<file path="config.mk">
export PLATFORM = sky130hd
export DESIGN_NAME = fib_term_buffer
export DESIGN_NICKNAME = d
export VERILOG_FILES = /design/src/rtl/fib_term_buffer.sv
export SDC_FILE = /design/constraint.sdc
export NUM_CORES = 1
export LEC_CHECK = 0
export CORE_MARGIN = 3
export CORE_UTILIZATION = 50
export CTS_BUF_LIST = sky130_fd_sc_hd__clkbuf_4 sky130_fd_sc_hd__clkbuf_8 sky130_fd_sc_hd__clkbuf_16
export CTS_CLUSTER_SIZE = 30
export DETAILED_ROUTE_END_ITERATION = 16
export GPL_ROUTABILITY_DRIVEN = 1
export HOLD_SLACK_MARGIN = 0.02
export PLACE_DENSITY = 0.85
export SLEW_MARGIN = 5
export SYNTH_ARGS = -nofsm -noshare
export SYNTH_HDL_FRONTEND = slang
export SYNTH_SLANG_ARGS = --single-unit
export TNS_END_PERCENT = 30
</file>
<file path="constraint.sdc">
create_clock -name clk -period 4.4 [get_ports clk]
set_input_delay 0.66 -clock clk [delete_from_list [all_inputs] [get_ports clk]]
set_output_delay 0.66 -clock clk [all_outputs]
set_load 0.02 [all_outputs]
</file>
<file path="src/rtl/fib_term_buffer.sv">
// Fibonacci consumer stage: tags accepted terms with a saturating index, stops on
// wrap-around (term smaller than its predecessor) and buffers tagged terms in a FIFO.
module fib_term_buffer #(
    parameter int DATA_WIDTH = 32,
    parameter int IDX_WIDTH  = 8,
    parameter int DEPTH      = 4
) (
    input  logic                    clk,
    input  logic                    resetn,
    input  logic                    in_valid,
    input  logic [DATA_WIDTH-1:0]   in_data,
    output logic                    in_ready,
    output logic                    out_valid,
    output logic [DATA_WIDTH-1:0]   out_data,
    output logic [IDX_WIDTH-1:0]    out_index,
    input  logic                    out_ready,
    output logic                    overflow,
    output logic [$clog2(DEPTH):0]  count
);

    localparam int PTR_W = $clog2(DEPTH);
    localparam int CNT_W = PTR_W + 1;
    localparam logic [CNT_W-1:0]     FULL    = CNT_W'(DEPTH);
    localparam logic [IDX_WIDTH-1:0] IDX_MAX = '1;

    function automatic logic [IDX_WIDTH-1:0] sat_inc(input logic [IDX_WIDTH-1:0] v);
        return (v == IDX_MAX) ? v : v + IDX_WIDTH'(1);
    endfunction

    logic [DATA_WIDTH-1:0] mem_data [DEPTH];
    logic [IDX_WIDTH-1:0]  mem_idx  [DEPTH];
    logic [PTR_W-1:0]      wr_ptr;
    logic [PTR_W-1:0]      rd_ptr;
    logic [CNT_W-1:0]      cnt;
    logic [DATA_WIDTH-1:0] prev;
    logic [IDX_WIDTH-1:0]  next_idx;
    logic                  ovf;

    logic push_cand;
    logic wrap;
    logic push;
    logic pop;

    // in_ready is a function of registered state only, so no path from out_ready
    assign in_ready  = (cnt != FULL) && !ovf;
    assign out_valid = (cnt != '0);
    assign push_cand = in_valid && in_ready;
    assign wrap      = push_cand && (in_data < prev);
    assign push      = push_cand && !wrap;
    assign pop       = out_valid && out_ready;

    assign out_data  = mem_data[rd_ptr];
    assign out_index = mem_idx[rd_ptr];
    assign overflow  = ovf;
    assign count     = cnt;

    always_ff @(posedge clk) begin
        if (!resetn) begin
            wr_ptr   <= '0;
            rd_ptr   <= '0;
            cnt      <= '0;
            prev     <= '0;
            next_idx <= '0;
            ovf      <= 1'b0;
        end else begin
            if (wrap) begin
                ovf <= 1'b1;
            end
            if (push) begin
                wr_ptr   <= wr_ptr + PTR_W'(1);
                prev     <= in_data;
                next_idx <= sat_inc(next_idx);
            end
            if (pop) begin
                rd_ptr <= rd_ptr + PTR_W'(1);
            end
            if (push && !pop) begin
                cnt <= cnt + CNT_W'(1);
            end else if (pop && !push) begin
                cnt <= cnt - CNT_W'(1);
            end
        end
    end

    // Storage carries no reset; occupancy alone decides what is valid
    always_ff @(posedge clk) begin
        if (push) begin
            mem_data[wr_ptr] <= in_data;
            mem_idx[wr_ptr]  <= next_idx;
        end
    end

endmodule

</file>
Word level (Yosys, flattened, before mapping). Memories as Yosys holds them, arrays and structs flattened. A register that Yosys moved wholly into a read port is not among the register bits. Cells that the tools add are included. Widths: inputs -> output; s select.

$add $sub $neg: 5. Magnitude comparators: 1. $mul: 0. Div/mod/pow operators: 0. Reductions and logical operators: 14. Equal/unequal tests: 2. Bitwise operators: 1. Shifts and indexed selects: 0. Multiplexer cells: 8.

Operators with widths (number): $lt 32x32->1 (1); $add 8x1->8 const B (1); $eq 8x8->1 const B (1); $mux 2 (4); $logic_and 1x1->1 (7); $mux 3 (2); $add 2x1->2 const B (2); $logic_not 1->1 (4); $add 3x1->3 const B (1); $ne 3x3->1 const B (1); $reduce_bool 3->1 (1); $sub 3x1->3 const B (1); $mux 1 (2); $reduce_and 2->1 (1); $reduce_bool 2->1 (1); $not 1->1 (1).

Latch bits: 0. Input bits: 36. Register bits: 48. Word-level logic and storage cells: 39. Bits in read-only memories: 0. Bits in writable memories: 160. Memories: 2.

Memories: mem_data (words 4, width 32, rd ports 1, clocked after Yosys merged registers in 1, write ports 1, RTL line 30) `logic [DATA_WIDTH-1:0] mem_data [DEPTH];`; mem_idx (words 4, width 8, rd ports 1, clocked after Yosys merged registers in 1, write ports 1, RTL line 31) `logic [IDX_WIDTH-1:0] mem_idx [DEPTH];`.

Logic depth before layout (Yosys ltp).
Word-level depth: 10. Gate-level depth with buffers: 17.

Least setup slack after synthesis. No wires, ideal clock.

Path type: input-to-reg. From: input port in_data[11]. To: memory mem_data[0][0], enable pin. Data required time: 3.958 ns. Arrival time: 4.278 ns. Stages on the path: 9. Slack: -0.320 ns. Buffers on the path: 2. Setup time: 0.442 ns. Path through: ha_1 -> and4_1 -> o211ai_1 -> or4_1 -> a41o_1 -> buf_6 -> a21o_1 -> buf_6 -> nor2b_1.

Cells in the longest elaborated chain, start to end: 6.

RTL lines: from (decl) (RTL line 11) `input logic [DATA_WIDTH-1:0] in_data,`; $lt 32x32->1 (RTL line 48) `assign wrap = push_cand && (in_data < prev);`; $logic_and 1x1->1 (RTL line 48); $logic_not 1->1 (RTL line 49) `assign push = push_cand && !wrap;`; $logic_and 1x1->1 (RTL line 49); $mux 1 (RTL line 87) `if (push) begin`; $mux 1 (implied by the code) (RTL line 88) `mem_data[wr_ptr] <= in_data;`; to (decl) (RTL line 30).

No other way between the ends.

Worst setup path in the final report.
From: input port in_data[9]. To: register cnt[2], in the netlist count[2].

Cells in the longest elaborated chain, start to end: 7. Elaborated cells between the ends (all ways): 9.

RTL lines: $lt 32x32->1 (*) (RTL line 48); $logic_and 1x1->1 (*) (RTL line 48); $logic_not 1->1 (*) (RTL line 49); $logic_and 1x1->1 (*) (RTL line 49); via push (RTL line 41) `logic push;`; $logic_not 1->1 (RTL line 79) `end else if (pop && !push) begin`; $logic_and 1x1->1 (RTL line 79); $reduce_bool 2->1 (no source line); to (signal assigned) (RTL line 78) `cnt <= cnt + CNT_W'(1);`; to (signal assigned) (RTL line 80) `cnt <= cnt - CNT_W'(1);`; to (decl) (RTL line 34) `logic [CNT_W-1:0] cnt;`.

The timed path passes the listed nets; every way through them passes the cells marked *. A chain may end at the register's enable or synchronous reset.

==> metrics.md <==
| Metric | Value |
|---|---|
| Crit path DAT | 4.22 ns |
| Status | complete, no violations |
| P_sw | 0.00161 W |
| Initial Util | 52.1% |
| Period minus WS final | 3.79 ns |
| WL/cell | 19.2 um |
| Pwr/cell area | roughly 550 mW/mm2 |
| Final hold vios | 0 |
| Largest net degree at the start of global routing | 59 |
| Die H | 139 um |
| Setup TNS | 0 ns |
| Reg clk slew, reported paths | 0.06 ns |
| Max VDD drop | 0.000391 V |
| Root Buffer | clkbuf_16 |
| Synth Net Count | 643 |
| Area growth from synthesis to layout | 22.3% |
| Worst slew margin relative to its limit | about 28% |
| # rows | 47 |
| Final Cycle Share | 86.2% |
| Layout cell share with drive strength beyond 1 | between 10% and 20% |
| Seq pwr share | a little over two fifths |
| R2R cell count | 14 |
| Initial drt markers | 329 |
| Ys Warns | 0 |
| CP Max Fanout | 6 |
| Worst skew pair latency | about 0.5 ns |
| Commonest cells in the netlist | edfxtp_1 (160), nand2_1 (82), dfxtp_1 (50), mux2i_1 (42), mux4_2 (40) |
| CP Launch Type | primary input |
| Fin nets | 745 |
| Gpl congestion | 0.823 |
| Post-synth top area cell | edfxtp_1 |
| Hold Buf Count CTS | 0 |
| Power Total | 0.00591 W |
| Die ar. | 0.0192 mm2 |
| Vias per Instance | 5.50 |
| Net Sw Frac | a little over a quarter |
| CTS Buf Count | 22 |
| Unique masters post-synth | 42 |
| RSZ-0062 raised after global routing | false |
| EDFF count, synth | 160 |
| Yosys top cell area share | 54.7% |
| TritonCTS clock tree | yes |
| Boundary Pins | between 80 and 90 |
| Global route overflow | 0 |
| Worst setup EP type | register |
| Antenna-violating nets left | 0 |
| Async SR Flop Fraction | 0% |
| DP HPWL | 11,200 um |
| Worst Skew | roughly 0.016 ns |
| Post-Syn Instances | 569 |
| Pin slew with the least headroom to its limit | 1.08 ns |
| Most common cell in the netlist | edfxtp_1 |
| PostCTS Resize Cnt | 0 |
| Die W | roughly 140 um |
| Syn avg cell area | roughly 15 um2 |
| Total global routing track utilization | a little under a fifth |
| DR DRC count | 0 |
| Vias | 4,993 |
| Maximum clock rate | 264 MHz |
| Core region area | between 0.015 and 0.02 mm2 |
| Hold WC Path Type | register to register |
| Endpoints failing setup | 0 |
| H-Tree Depth | 1 |
| Worst path required time | ~4.8 ns |
| CTS Buffer Depth | 3 |
| Synth Flop Type | edfxtp_1 |
| Total clock sinks | 210 |
| Part of the power in the clock network | 32.3% |
| Postcts setup bufs | 0 |
| Final hold slack | 0.458 ns |
| Aggregate routed wire length | around 17,000 um |
| Crit path kind | primary input to register |
| Synth area leaders | edfxtp_1 (55%), dfxtp_1 (11%), mux4_2 (10%) |
| Final Max Tran Viols | 0 |
| Drt pass-1 iters | 5 |
| Max-cap violation count | 0 |
| Synthesized area | ~0.0088 mm2 |
| Static leakage | 3.83 nW |
| Sequential-to-total area share from yosys stat | around two thirds |
| Part of the power in combinational logic | 25.8% |
| Vias in the first global route | 5,407 |
| Yosys reg bits | 210 |
| Initial antenna violation count | 1 |
| IO Port Bufs | 81 |
| Global-route wire length before repair | 28,300 um |
| Internal | approximately 0.0043 W |
| Hold path cells | 2 |
-- worst max-delay path, stage by stage --
cell	delay [ns]
clkdlybuf4s50_1	0.49
ha_1	0.36
and4_1	0.25
o211ai_1	0.10
or4_1	0.54
a41o_1	0.29
a21o_2	0.23
inv_1	0.05
ha_1	0.17
inv_1	0.06
fa_1	0.37
xor2_1	0.19
or3_1	0.30
a21boi_0	0.15
-- per-layer routing --
metal	up-vias	GRT usage, %	part of all wire [%]
met5	-	0	0.086
met4	2	5.46	2.2
met3	32	4.07	5.7
met2	126	33.2	53
met1	2483	22.2	39
li1	2350	-	-
-- state kept, by name (all words and copies together), names as in the netlist, named ones only --
register  count
count         3
mem_data    128
mem_idx      32
next_idx      8
overflow      1
prev         32
rd_ptr        2
wr_ptr        2
-- worst paths after layout --
check	to	slack, ns	from
setup / recovery	count[2]	0.61	in_data[9]
hold / removal	prev[17]	0.46	prev[17]
setup reg to reg	count[2]	0.93	prev[9]
hold reg to reg	prev[17]	0.46	prev[17]
-- placed cells by master, fill, tap and decap left out, types with 13 or more instances in the layout --
cell               n
clkdlybuf4s50_1   80
inv_1             37
dfxtp_1           48
a21oi_1           13
edfxtp_1         160
ha_1              37
buf_4             19
mux4_2            40
clkbuf_16         23
nand2_1           82
mux2i_1           42
-- metrics by stage --
step	util [%]	setup WS, ns	instances	cell area, um2
final	63.7	0.606	908	10700
after global routing	63.7	0.432	907	10700
after CTS	63.7	0.627	907	10700
after detailed placement	59.1	0.138	867	9970
after global placement	59.1	0.240	867	9970
after floorplan	-	-0.320	569	8790
-- kinds of logic after synthesis --
kind of cell    count (synthesis)  synth area share [%]
mux                            82                  15.0
fa+ha+maj                      38                  5.49
xor+xnor                        4                 0.399
simple gates                  134                  7.13
flops                         210                  66.0
compound gates                 40                  3.00
buf+inv                        61                  2.89
-- power groups by stage --
| stage | combinational, W | clock, W | sequential, W |
|---|---|---|---|
| finish | 0.00153 | 0.00191 | 0.00247 |
| global route | 0.00165 | 0.00202 | 0.00250 |
| CTS | 0.00156 | 0.00194 | 0.00248 |
| detailed placement | 0.00154 | 0 | 0.00252 |
| global placement | 0.00151 | 0 | 0.00250 |
| floorplan | 0.000966 | 0 | 0.00245 |
-- area by class of cell --
cell class	count	area, um2
fill	1184	6130
sequential	210	5810
multi-input combinational	298	2760
timing repair buffer	102	988
clock buffer	33	688
tap	220	275
inverter	37	139
clock inverter	7	83.8
antenna	1	2.50
(Power assumes the default switching activity.)
==> variant (same flow settings) <==
Make the reset (`resetn`) asynchronous in one clocked block.
--- a/src/rtl/fib_term_buffer.sv
+++ b/src/rtl/fib_term_buffer.sv
@@ -55,5 +55,5 @@
     assign count     = cnt;
 
-    always_ff @(posedge clk) begin
+    always_ff @(posedge clk or negedge resetn) begin
         if (!resetn) begin
             wr_ptr   <= '0;
Formal check against the unedited RTL: differs if resetn is asserted again (counterexample within 4 cycles, from zero or initial values and one cycle with resetn low); with resetn held inactive, the same outputs for 4 cycles.
==> variant against the unedited design <==
Total power up 9.0%. Wire length down 6.9%. Sequential power up 9.3%. Setup slack better by 0.37 ns. Register-to-register slack better by 0.53 ns. Combinational power up 33%. Fmax up 11%. Sequential cell count down 2. Synthesized area down 2.4%. Count of clock-buffer cells in the layout down 5. Cell area down 3.5%. Critical path type is now reg2out. Highest routed layer is now met4.
==> variant: results (changes against the unedited design) <==
[global_routing]
grtUsageMet3=0.0309  ; -0.00981
grt_usage=0.182  ; -0.00256
grt_pass1_vias=4934  ; -8.7%
grt_pass1_wl_um=26100  ; -7.9%

[finish]
nFillCells=1156  ; -2.4%
drive_gt1_frac=0.232  ; +0.0718
diodes=0  ; -1
final_nets=642  ; -14%

[synth]
ys_async_sr_fraction=0.231  ; +0.231
netlist_instances=467  ; -18%
synthXorXnorAreaFrac=0.0123  ; +0.00827
synth.yosys.seq_area_share=0.700  ; +0.0398
synth_compound_area_frac=0.0232  ; -0.00684
netlist_top_cells_count=160 x edfxtp_1, 48 x dfrtp_1, 40 x mux4_2
synth_fa_ha_area_frac=0.0563  ; +0.00137
yosysUniqueCellTypes=38  ; -9.5%

[drt]
top_layer_used=met4
detail_route.wl_per_cell_um=20.2  ; +5.4%
vias=4420  ; -11%
wl_met3_um=996  ; +1.2%

[power_and_ir_drop]
leakage_nw=3.79  ; -1.2%
p_per_area_mw_per_mm2=621  ; +13%

[worst_hold_path]
hold_path_class=in2async

[run_status]
status=finished clean

[critical_path]
reg2reg_from=prev[31]
cp.arrival_ns=2.76  ; -1.46 ns

[timing]
worstMarginPinSlew_ns=1.06  ; -0.0182 ns
finClkSkew_ns=0.0109  ; -0.00529 ns

[placed_design]
dpl-instance-area_mm2=0.00970  ; -2.8%

[variant: cell types whose count changed in the layout (fill, tap and decap cells not counted), moves of 6 or more]
cell and delta:
nand2b_1 -6, nand2_1 -66, dfrtp_1 +46, dfxtp_1 -48
xor2_1 +7, buf_4 -10, nor2_1 +8, mux2i_1 -41
nand3_1 -7, mux2_2 +35
[variant: cell type report]
type                            instances  share of cell area
Clock buffer                           28              0.0581
Clock inverter                          9             0.00736
Inverter                               36              0.0130
Multi-Input combinational cell        209               0.228
Sequential cell                       208               0.579
Tap cell                              220              0.0265
Timing Repair Buffer                   92              0.0880
[variant: path summary, 6_finish.rpt]
path,depth (start not counted),end,slack [ns]
worst max-delay path,3,out_index[4],0.98
worst min-delay path,2,prev[27],0.27
worst max register to register,13,count[2],1.46
worst min register to register,1,prev[24],0.51
max in group asynchronous,2,rd_ptr[1],3.66
min in group clk,1,prev[24],0.51
[variant: power by group]
group	internal (mW)	switching, mW
Sequential	2.39	0.308
Clock	1.02	0.696
Combinational	1.09	0.940
